### config.mk
export PLATFORM = sky130hd
export DESIGN_NAME = updown_step_ctrl_flat
export DESIGN_NICKNAME = d
export VERILOG_FILES = /design/src/rtl/updown_step_ctrl_if.sv /design/src/rtl/updown_step_ctrl.sv /design/src/flat_wrapper.sv
export SDC_FILE = /design/constraint.sdc
export NUM_CORES = 1
export LEC_CHECK = 0
export BUFFER_PORTS_ARGS = -buffer_cell sky130_fd_sc_hd__buf_2
export CAP_MARGIN = 30
export CORE_UTILIZATION = 62
export CTS_BUF_LIST = sky130_fd_sc_hd__clkbuf_16
export DETAILED_ROUTE_END_ITERATION = 8
export HOLD_SLACK_MARGIN = 0.03
export PLACE_DENSITY = 0.81
export SYNTH_ARGS = -nofsm -noshare
export SYNTH_HDL_FRONTEND = slang
export SYNTH_SLANG_ARGS = --single-unit
### constraint.sdc
create_clock -name clk -period 3 [get_ports clk]
set_clock_uncertainty 0.05 [all_clocks]
set_input_delay 0.15 -clock clk [delete_from_list [all_inputs] [get_ports clk]]
set_output_delay 0.15 -clock clk [all_outputs]
set_load 0.1 [all_outputs]
### src/rtl/updown_step_ctrl_if.sv
// Button/step signal bundle between the pushbutton front end and its user.
// The master side drives the raw buttons; the slave side produces steps.
interface updown_step_ctrl_if;
    logic up_btn;
    logic down_btn;
    logic step;
    logic updown;
    logic locked;

    modport master (
        output up_btn,
        output down_btn,
        input  step,
        input  updown,
        input  locked
    );

    modport slave (
        input  up_btn,
        input  down_btn,
        output step,
        output updown,
        output locked
    );
endinterface

### src/rtl/updown_step_ctrl.sv
// Debounces the up/down pushbuttons and turns them into single-cycle step
// pulses with a held direction, auto-repeat while held, and a both-pressed lock.
module updown_step_ctrl #(
    parameter int DEBOUNCE_CYCLES = 4,
    parameter int REPEAT_DELAY    = 16,
    parameter int REPEAT_RATE     = 8
) (
    input  logic              clk,
    input  logic              rst,
    updown_step_ctrl_if.slave bus
);
    localparam int DW   = $clog2(DEBOUNCE_CYCLES);
    localparam int RMAX = (REPEAT_DELAY > REPEAT_RATE) ? REPEAT_DELAY : REPEAT_RATE;
    localparam int RW   = $clog2(RMAX);
    localparam logic [DW-1:0] DCNT_LAST  = DW'(DEBOUNCE_CYCLES - 1);
    localparam logic [RW-1:0] RCNT_DELAY = RW'(REPEAT_DELAY - 1);
    localparam logic [RW-1:0] RCNT_RATE  = RW'(REPEAT_RATE - 1);
    localparam int UP = 0;
    localparam int DN = 1;

    typedef enum logic [1:0] {IDLE, HOLD_UP, HOLD_DN, LOCK} state_e;

    logic [1:0]    raw;
    logic [1:0]    s1_q, s1_d, s2_q, s2_d;
    logic [1:0]    db_q, db_d, db_prev_q, db_prev_d;
    logic [DW-1:0] dcnt_q [2];
    logic [DW-1:0] dcnt_d [2];
    state_e        state_q, state_d;
    logic [RW-1:0] rcnt_q, rcnt_d;
    logic          step_q, step_d;
    logic          updown_q, updown_d;
    logic          locked_q, locked_d;
    logic          up_rise, down_rise;

    assign raw = {bus.down_btn, bus.up_btn};

    // NOTE: every variable gets a default before any branch so always_comb never infers a latch.
    always_comb begin
        s1_d      = raw;
        s2_d      = s1_q;
        db_prev_d = db_q;
        db_d      = db_q;
        for (int i = 0; i < 2; i++) begin
            dcnt_d[i] = '0;
            if (s2_q[i] != db_q[i]) begin
                if (dcnt_q[i] == DCNT_LAST) begin
                    db_d[i] = ~db_q[i];
                end else begin
                    dcnt_d[i] = dcnt_q[i] + DW'(1);
                end
            end
        end
    end

    assign up_rise   = db_q[UP] & ~db_prev_q[UP];
    assign down_rise = db_q[DN] & ~db_prev_q[DN];

    always_comb begin
        state_d  = state_q;
        rcnt_d   = rcnt_q;
        step_d   = 1'b0;
        updown_d = updown_q;
        unique case (state_q)
            IDLE: begin
                if (db_q[UP] && db_q[DN]) begin
                    state_d = LOCK;
                end else if (up_rise) begin
                    state_d  = HOLD_UP;
                    step_d   = 1'b1;
                    updown_d = 1'b1;
                    rcnt_d   = RCNT_DELAY;
                end else if (down_rise) begin
                    state_d  = HOLD_DN;
                    step_d   = 1'b1;
                    updown_d = 1'b0;
                    rcnt_d   = RCNT_DELAY;
                end
            end
            HOLD_UP, HOLD_DN: begin
                // The held button and the opposing button swap roles between the two holds.
                if (!db_q[(state_q == HOLD_UP) ? UP : DN]) begin
                    state_d = IDLE;
                end else if (db_q[(state_q == HOLD_UP) ? DN : UP]) begin
                    state_d = LOCK;
                end else if (rcnt_q == '0) begin
                    step_d   = 1'b1;
                    updown_d = (state_q == HOLD_UP);
                    rcnt_d   = RCNT_RATE;
                end else begin
                    rcnt_d = rcnt_q - RW'(1);
                end
            end
            LOCK: begin
                if (!db_q[UP] && !db_q[DN]) state_d = IDLE;
            end
            default: state_d = IDLE;
        endcase
        locked_d = (state_d == LOCK);
    end

    // NOTE: sequential state uses non-blocking assignments so every flop samples pre-edge values.
    always_ff @(posedge clk) begin
        if (rst) begin
            s1_q      <= '0;
            s2_q      <= '0;
            db_q      <= '0;
            db_prev_q <= '0;
            dcnt_q    <= '{default: '0};
            state_q   <= IDLE;
            rcnt_q    <= '0;
            step_q    <= 1'b0;
            updown_q  <= 1'b1;
            locked_q  <= 1'b0;
        end else begin
            s1_q      <= s1_d;
            s2_q      <= s2_d;
            db_q      <= db_d;
            db_prev_q <= db_prev_d;
            dcnt_q    <= dcnt_d;
            state_q   <= state_d;
            rcnt_q    <= rcnt_d;
            step_q    <= step_d;
            updown_q  <= updown_d;
            locked_q  <= locked_d;
        end
    end

    assign bus.step   = step_q;
    assign bus.updown = updown_q;
    assign bus.locked = locked_q;
endmodule

### src/flat_wrapper.sv
// flat-port wrapper written by rule: the top's interface ports become plain ports
module updown_step_ctrl_flat 
#(
    parameter int DEBOUNCE_CYCLES = 4,
    parameter int REPEAT_DELAY    = 16,
    parameter int REPEAT_RATE     = 8
)
  (clk, rst, bus_up_btn, bus_down_btn, bus_step, bus_updown, bus_locked);
  updown_step_ctrl_if bus_i ();
  input  logic clk;
  input  logic rst;
  input wire logic [$bits(bus_i.up_btn)-1:0] bus_up_btn;
  input wire logic [$bits(bus_i.down_btn)-1:0] bus_down_btn;
  output wire logic [$bits(bus_i.step)-1:0] bus_step;
  output wire logic [$bits(bus_i.updown)-1:0] bus_updown;
  output wire logic [$bits(bus_i.locked)-1:0] bus_locked;
  assign bus_i.up_btn = bus_up_btn;
  assign bus_i.down_btn = bus_down_btn;
  assign bus_step = bus_i.step;
  assign bus_updown = bus_i.updown;
  assign bus_locked = bus_i.locked;
  updown_step_ctrl #(.DEBOUNCE_CYCLES(DEBOUNCE_CYCLES), .REPEAT_DELAY(REPEAT_DELAY), .REPEAT_RATE(REPEAT_RATE)) u_core (.clk(clk), .rst(rst), .bus(bus_i));
endmodule
### After elaboration in Yosys (flattened, before gate mapping)

Cells that the tools add are included.

* flip-flop bits (word level): 21
* latch bits: 0
* memory bits (writable): 0
* bits in read-only memories: 0
* input port bits: 4
* output and inout port bits: 3
* logic and storage cells: 88
* memories: 0

* $add $sub $neg: 3
* multipliers: 0
* divide/modulo/power cells: 0
* $lt $le $gt $ge: 2
* eq/ne operators: 13
* shift-type cells: 0
* muxes and demuxes: 36
* bitwise logic cells: 8
* reduce and logical (&&, ||, !) cells: 14

Operators by type and width (number)
* < comparator 32 x 3 -> 1 bit (second input constant): 2
* two-way mux 4 bit: 6
* two-way mux 1 bit: 20
* two-way mux 2 bit: 6
* equality test 2 bit (second input constant): 5
* case mux 4 bit (2 select lines): 1
* NOT 1 bit: 6
* case mux 2 bit (3 select lines): 1
* AND reduction 6 bit: 1
* OR reduction 3 bit: 2
* AND reduction 5 bit: 1
* adder 2 x 1 -> 2 bit (second input constant): 2
* zero test 4 bit: 1
* != test 2 x 1 -> 1 bit (second input constant): 2
* != test 2 bit (second input constant): 2
* case mux 1 bit (2 select lines): 2
* AND reduction 2 bit: 2
* subtractor 4 x 1 -> 4 bit (second input constant): 1
* != test 3 x 1 -> 1 bit (second input constant): 1
* AND 1 bit: 2
* equality test 2 x 1 -> 1 bit (second input constant): 1
* logical AND 1 bit: 2
* zero test 1 bit: 2
* zero test 2 bit: 1
* 3 further kinds: 4

### Depth between registers and ports, before layout

* word-level depth: 9
* depth in mapped cells: 7

### Worst setup path after synthesis

No wires, ideal clock.

* kind: register to register
* start: register u_core.state_q[0]
* end: register u_core.state_q[0]
* setup time: 116 ps
* arrival: 1613 ps
* setup slack: 1222 ps
* cell stages (with the launch flop): 7
* clock period less this slack: 1778 ps
* path through: dfxtp_1 inv_1 ha_1 clkbuf_1 a31o_2 a31o_2 and3b_1

* cells in the longest elaborated chain, start to end: 8

RTL lines
* from (decl): RTL line updown_step_ctrl.sv:28 `state_e state_q, state_d;`
* from (signal assigned): RTL line updown_step_ctrl.sv:120 `state_q <= state_d;`
* equality test 2 x 1 -> 1 bit: RTL line updown_step_ctrl.sv:63, updown_step_ctrl.sv:81, updown_step_ctrl.sv:83
* two-way mux 1 bit (4 in series): RTL line updown_step_ctrl.sv:83 `end else if (db_q[(state_q == HOLD_UP) ? DN : UP]) begin`
* two-way mux 2 bit: RTL line updown_step_ctrl.sv:83
* two-way mux 2 bit: RTL line updown_step_ctrl.sv:81 `if (!db_q[(state_q == HOLD_UP) ? UP : DN]) begin`
* case mux 2 bit (3 select lines) *: RTL line updown_step_ctrl.sv:63 `unique case (state_q)`

Every way passes the cells marked *; elsewhere a longest branch is shown, timed or not. The select of a mux whose other input is x is not followed.
A chain may end at the register's enable or synchronous reset.

### Worst setup path after layout

* start: register u_core.state_q[1]
* end: register u_core.rcnt_q[3]

* cells in the longest elaborated chain, start to end: 7

RTL lines
* equality test 2 x 1 -> 1 bit: RTL line updown_step_ctrl.sv:63, updown_step_ctrl.sv:81, updown_step_ctrl.sv:83
* two-way mux 1 bit (on tied branches) (4 in series): RTL line updown_step_ctrl.sv:81, updown_step_ctrl.sv:83
* != test 2 x 1 -> 1 bit (no line) or != test 2 bit (tied branches)
* AND reduction 5 bit (no line)
* to (signal assigned): RTL line updown_step_ctrl.sv:121 `rcnt_q <= rcnt_d;`
* to (decl): RTL line updown_step_ctrl.sv:29 `logic [RW-1:0] rcnt_q, rcnt_d;`

Parallel ways exist; a longest one is shown, timed or not. The select of a mux whose other input is x is not followed.

==> impl_results.md <==
* Initial Utilization at 67.9%
* Largest area contributor in the netlist: dfxtp_1
* Power per cell area at 968 nW/um^2
* Hold path endpoint: u_core.s1_q[0]$_SDFF_PP0_
* CTS root buf: clkbuf_16
* Hold violation count in the final report at 0
* Port Buffers at 6
* Reg2reg path depth at 6
* Initial antenna violation count at 0
* DR WL/cell at 13.6 microns
* Endpoint type of the worst setup path: register
* Placer Congestion at 0.822
* Syn avg cell area at 9.37 sq um
* Share of layout cells above drive strength 1 at 14.5%
* Non-Filler Instances at 133
* Reg2reg start: u_core.state_q[1]$_SDFF_PP0_
* DRT iter0 DRCs at 23
* Clock Latency Late Sink at 0.25 ns
* Hold Path Cell Cnt at 2
* Post-synth EDFFs at 0
* Die Width at 43.3 microns
* Total power at 1.12 mW
* Max_cap viols at 0
* Final Max Tran Viols at 0
* GRT overflow at 0
* Adder-Cell Fraction of Synth Area at 8.27%
* Final antenna-violating net count at 0
* Vias after detailed routing at 818
* Post-synthesis xor/xnor area fraction at 1.65%
* RSZ-0062 raised after global routing: no
* P&R area growth vs syn at 9.57%
* PostCTS Resize Cnt at 0
* Worst min path class: in2reg
* HPWL Detailed at 1240 microns
* CTS H-tree lvls at 1
* Mux cell area share after synthesis at 2.84%
* Min cycle time layout at 1.99 ns
* Num CTS Buffers at 3
* Vias in the first global route at 778
* Failing checks: DRC
* Synthesized instance count at 113
* Yosys cell types at 37
* Register-to-register setup slack at 1.01 ns
* Critical Path RT at 3.05 ns
* First-pass GRT wire length at 3280 microns
* Worst EP arrival at 2.04 ns
* Placement Rows at 14
* Crit Path Class: reg2reg
* DR vias/cell at 6.15
* Worst slew margin at 63.5%
* Setup repair bufs after CTS at 0
* Worst IR Drop VDD at 0.637 mV
* Status: complete, but fails checks
* Max Clk Rate at 0.503 GHz
* Final Net Count at 129
* Hold path start: bus_up_btn
* Reg-to-reg endpoint: u_core.rcnt_q[3]$_SDFFE_PP0P_
* Die height at 43.3 microns
* Largest net degree at the start of global routing at 21
* Mapped Nets at 124
* CP startpoint kind: register
* Synth Area in Compound Gates at 17.5%
* Post-Place Cells at 129
* # diodes at 0
* Synth top area cells: dfxtp_1 40%, ha_1 8.3%, nor2b_1 3.5%
* Setup TNS at 0 ns
* Cell area after placement at 1080 sq um
* Ys async rst share at 0%
* Yosys top cell area share at 39.7%
* Post-synth top flop: dfxtp_1
* DR DRC count at 2
* Area fraction in and, or, nand and nor cells after synthesis at 24.2%
* Clock Pin Slew Worst Setup and Hold Paths at 0.06 ns
* Clock sinks at 21
* Final wirelength at 1810 microns
* Total global-route track usage at 23.5%
* IO Count at 7
* Core box area at 1560 sq um
* First drt pass iteration count at 6
* CTS tree: built
* Leak pwr at 0.463 nW
* Final setup fails at 0
* Syn Std Cell Area at 1060 sq um
* Tcrit/Tclk final at 66.3%
* Crit path max fanout at 7
* Synth Register Bits at 21
* Clock tree buffer depth at 2
* Sequential cell area fraction in the yosys report at 39.7%
* Hold_buf cts at 0
* Total die area at 1880 sq um
* Yosys warns at 0
* Worst slew pin tran at 0.547 ns
* Design area at 1160 sq um
* Largest family of logic cells by synthesized area: simple AND/OR/NAND/NOR gates
==> worst max-delay path by stage <==
stage / start / endpoint / cells after the start
final: u_core.state_q[1]$_SDFF_PP0_ / u_core.rcnt_q[3]$_SDFFE_PP0P_ / 6
after global placement: u_core.state_q[1]$_SDFF_PP0_ / u_core.rcnt_q[3]$_SDFFE_PP0P_ / 6
after detailed placement: u_core.state_q[0]$_SDFF_PP0_ / u_core.rcnt_q[0]$_SDFFE_PP0P_ / 5
after floorplan: u_core.state_q[0]$_SDFF_PP0_ / u_core.state_q[0]$_SDFF_PP0_ / 6
after global routing: u_core.state_q[0]$_SDFF_PP0_ / u_core.rcnt_q[3]$_SDFFE_PP0P_ / 5
after CTS: u_core.state_q[1]$_SDFF_PP0_ / u_core.rcnt_q[0]$_SDFFE_PP0P_ / 6
==> cell usage in the layout, fill, tap and decap left out, drive strengths merged, types with 3 or more instances in the layout <==
cell,n
clkbuf,3
inv,8
or3,3
nor2b,6
nand2b,4
mux2i,3
buf,6
nor2,10
a21oi,5
o21ai,4
nor3b,6
ha,7
a211oi,3
dfxtp,21
a221oi,3
==> cell type report <==
class                   count  area [sq um]
fillers                   119           399
well taps                  16          20.0
clock inverters             1          7.51
flip-flops and latches     21           420
repair buffers              6          30.0
multi-input cells          78           577
inverters                   8          30.0
clock buffers               3          75.1
==> routing by layer <==
metal	global-route usage (%)	wire, microns
met5	0	0
met4	15.0	61
met3	3.83	79
met2	39.1	876
met1	27.9	796
==> Yosys cell counts (2+ instances only) <==
| cell | n |
|---|---|
| dfxtp_1 | 21 |
| nor2_1 | 9 |
| inv_1 | 8 |
| ha_1 | 7 |
| nor2b_1 | 6 |
| a21oi_1 | 5 |
| nor3b_1 | 5 |
| clkbuf_1 | 4 |
| nand2b_1 | 4 |
| o21ai_0 | 4 |
| a211oi_1 | 3 |
| a221oi_1 | 3 |
| mux2i_1 | 3 |
| or3_1 | 3 |
| a211o_1 | 2 |
| a31o_2 | 2 |
| nor3_1 | 2 |
| o2111ai_1 | 2 |
| xnor2_1 | 2 |
==> registers in the layout (all words and copies together), names as in the netlist <==
name,flops
u_core.dcnt_q,4
u_core.s2_q,2
u_core.db_prev_d,2
u_core.s1_q,2
u_core.bus.updown,1
u_core.db_prev_q,2
u_core.state_q,2
u_core.bus.locked,1
u_core.bus.step,1
u_core.rcnt_q,4
==> kinds of logic (layout without fill, tap and decap cells) <==
| logic type | Yosys count | in the layout |
|---|---|---|
| AOI/OAI and AO/OA | 26 | 26 |
| xor gates and xnor gates | 2 | 2 |
| adders and majority gates | 7 | 7 |
| buffers and inverters | 14 | 18 |
| DFF | 21 | 21 |
| muxes | 3 | 3 |
| and+or+nand+nor | 40 | 40 |
==> metrics by stage <==
stage | worst slack, ns | hold WS [ns] | util [%]
after global routing | 0.858 | 0.0566 | 74.4
after detailed placement | 1.07 | 0.315 | 69.1
final | 1.01 | 0.0511 | 74.4
after global placement | 1.12 | 0.310 | 69.1
after CTS | 1.06 | 0.0518 | 74.4
after floorplan | 1.22 | 0.228 | -
==> worst max-delay path, cell delays in order, from the launching register on <==
cell and delay, ns:
dfxtp_1 0.44, inv_1 0.12, ha_1 0.28, nor3b_4 0.26, nor2_2 0.08, nor4b_1 0.46
a221oi_1 0.15
==> where the power goes <==
group	switching, mW	internal, mW
sequential	0.0437	0.329
combinational	0.280	0.188
clock	0.101	0.180
(Power assumes the default switching activity.)
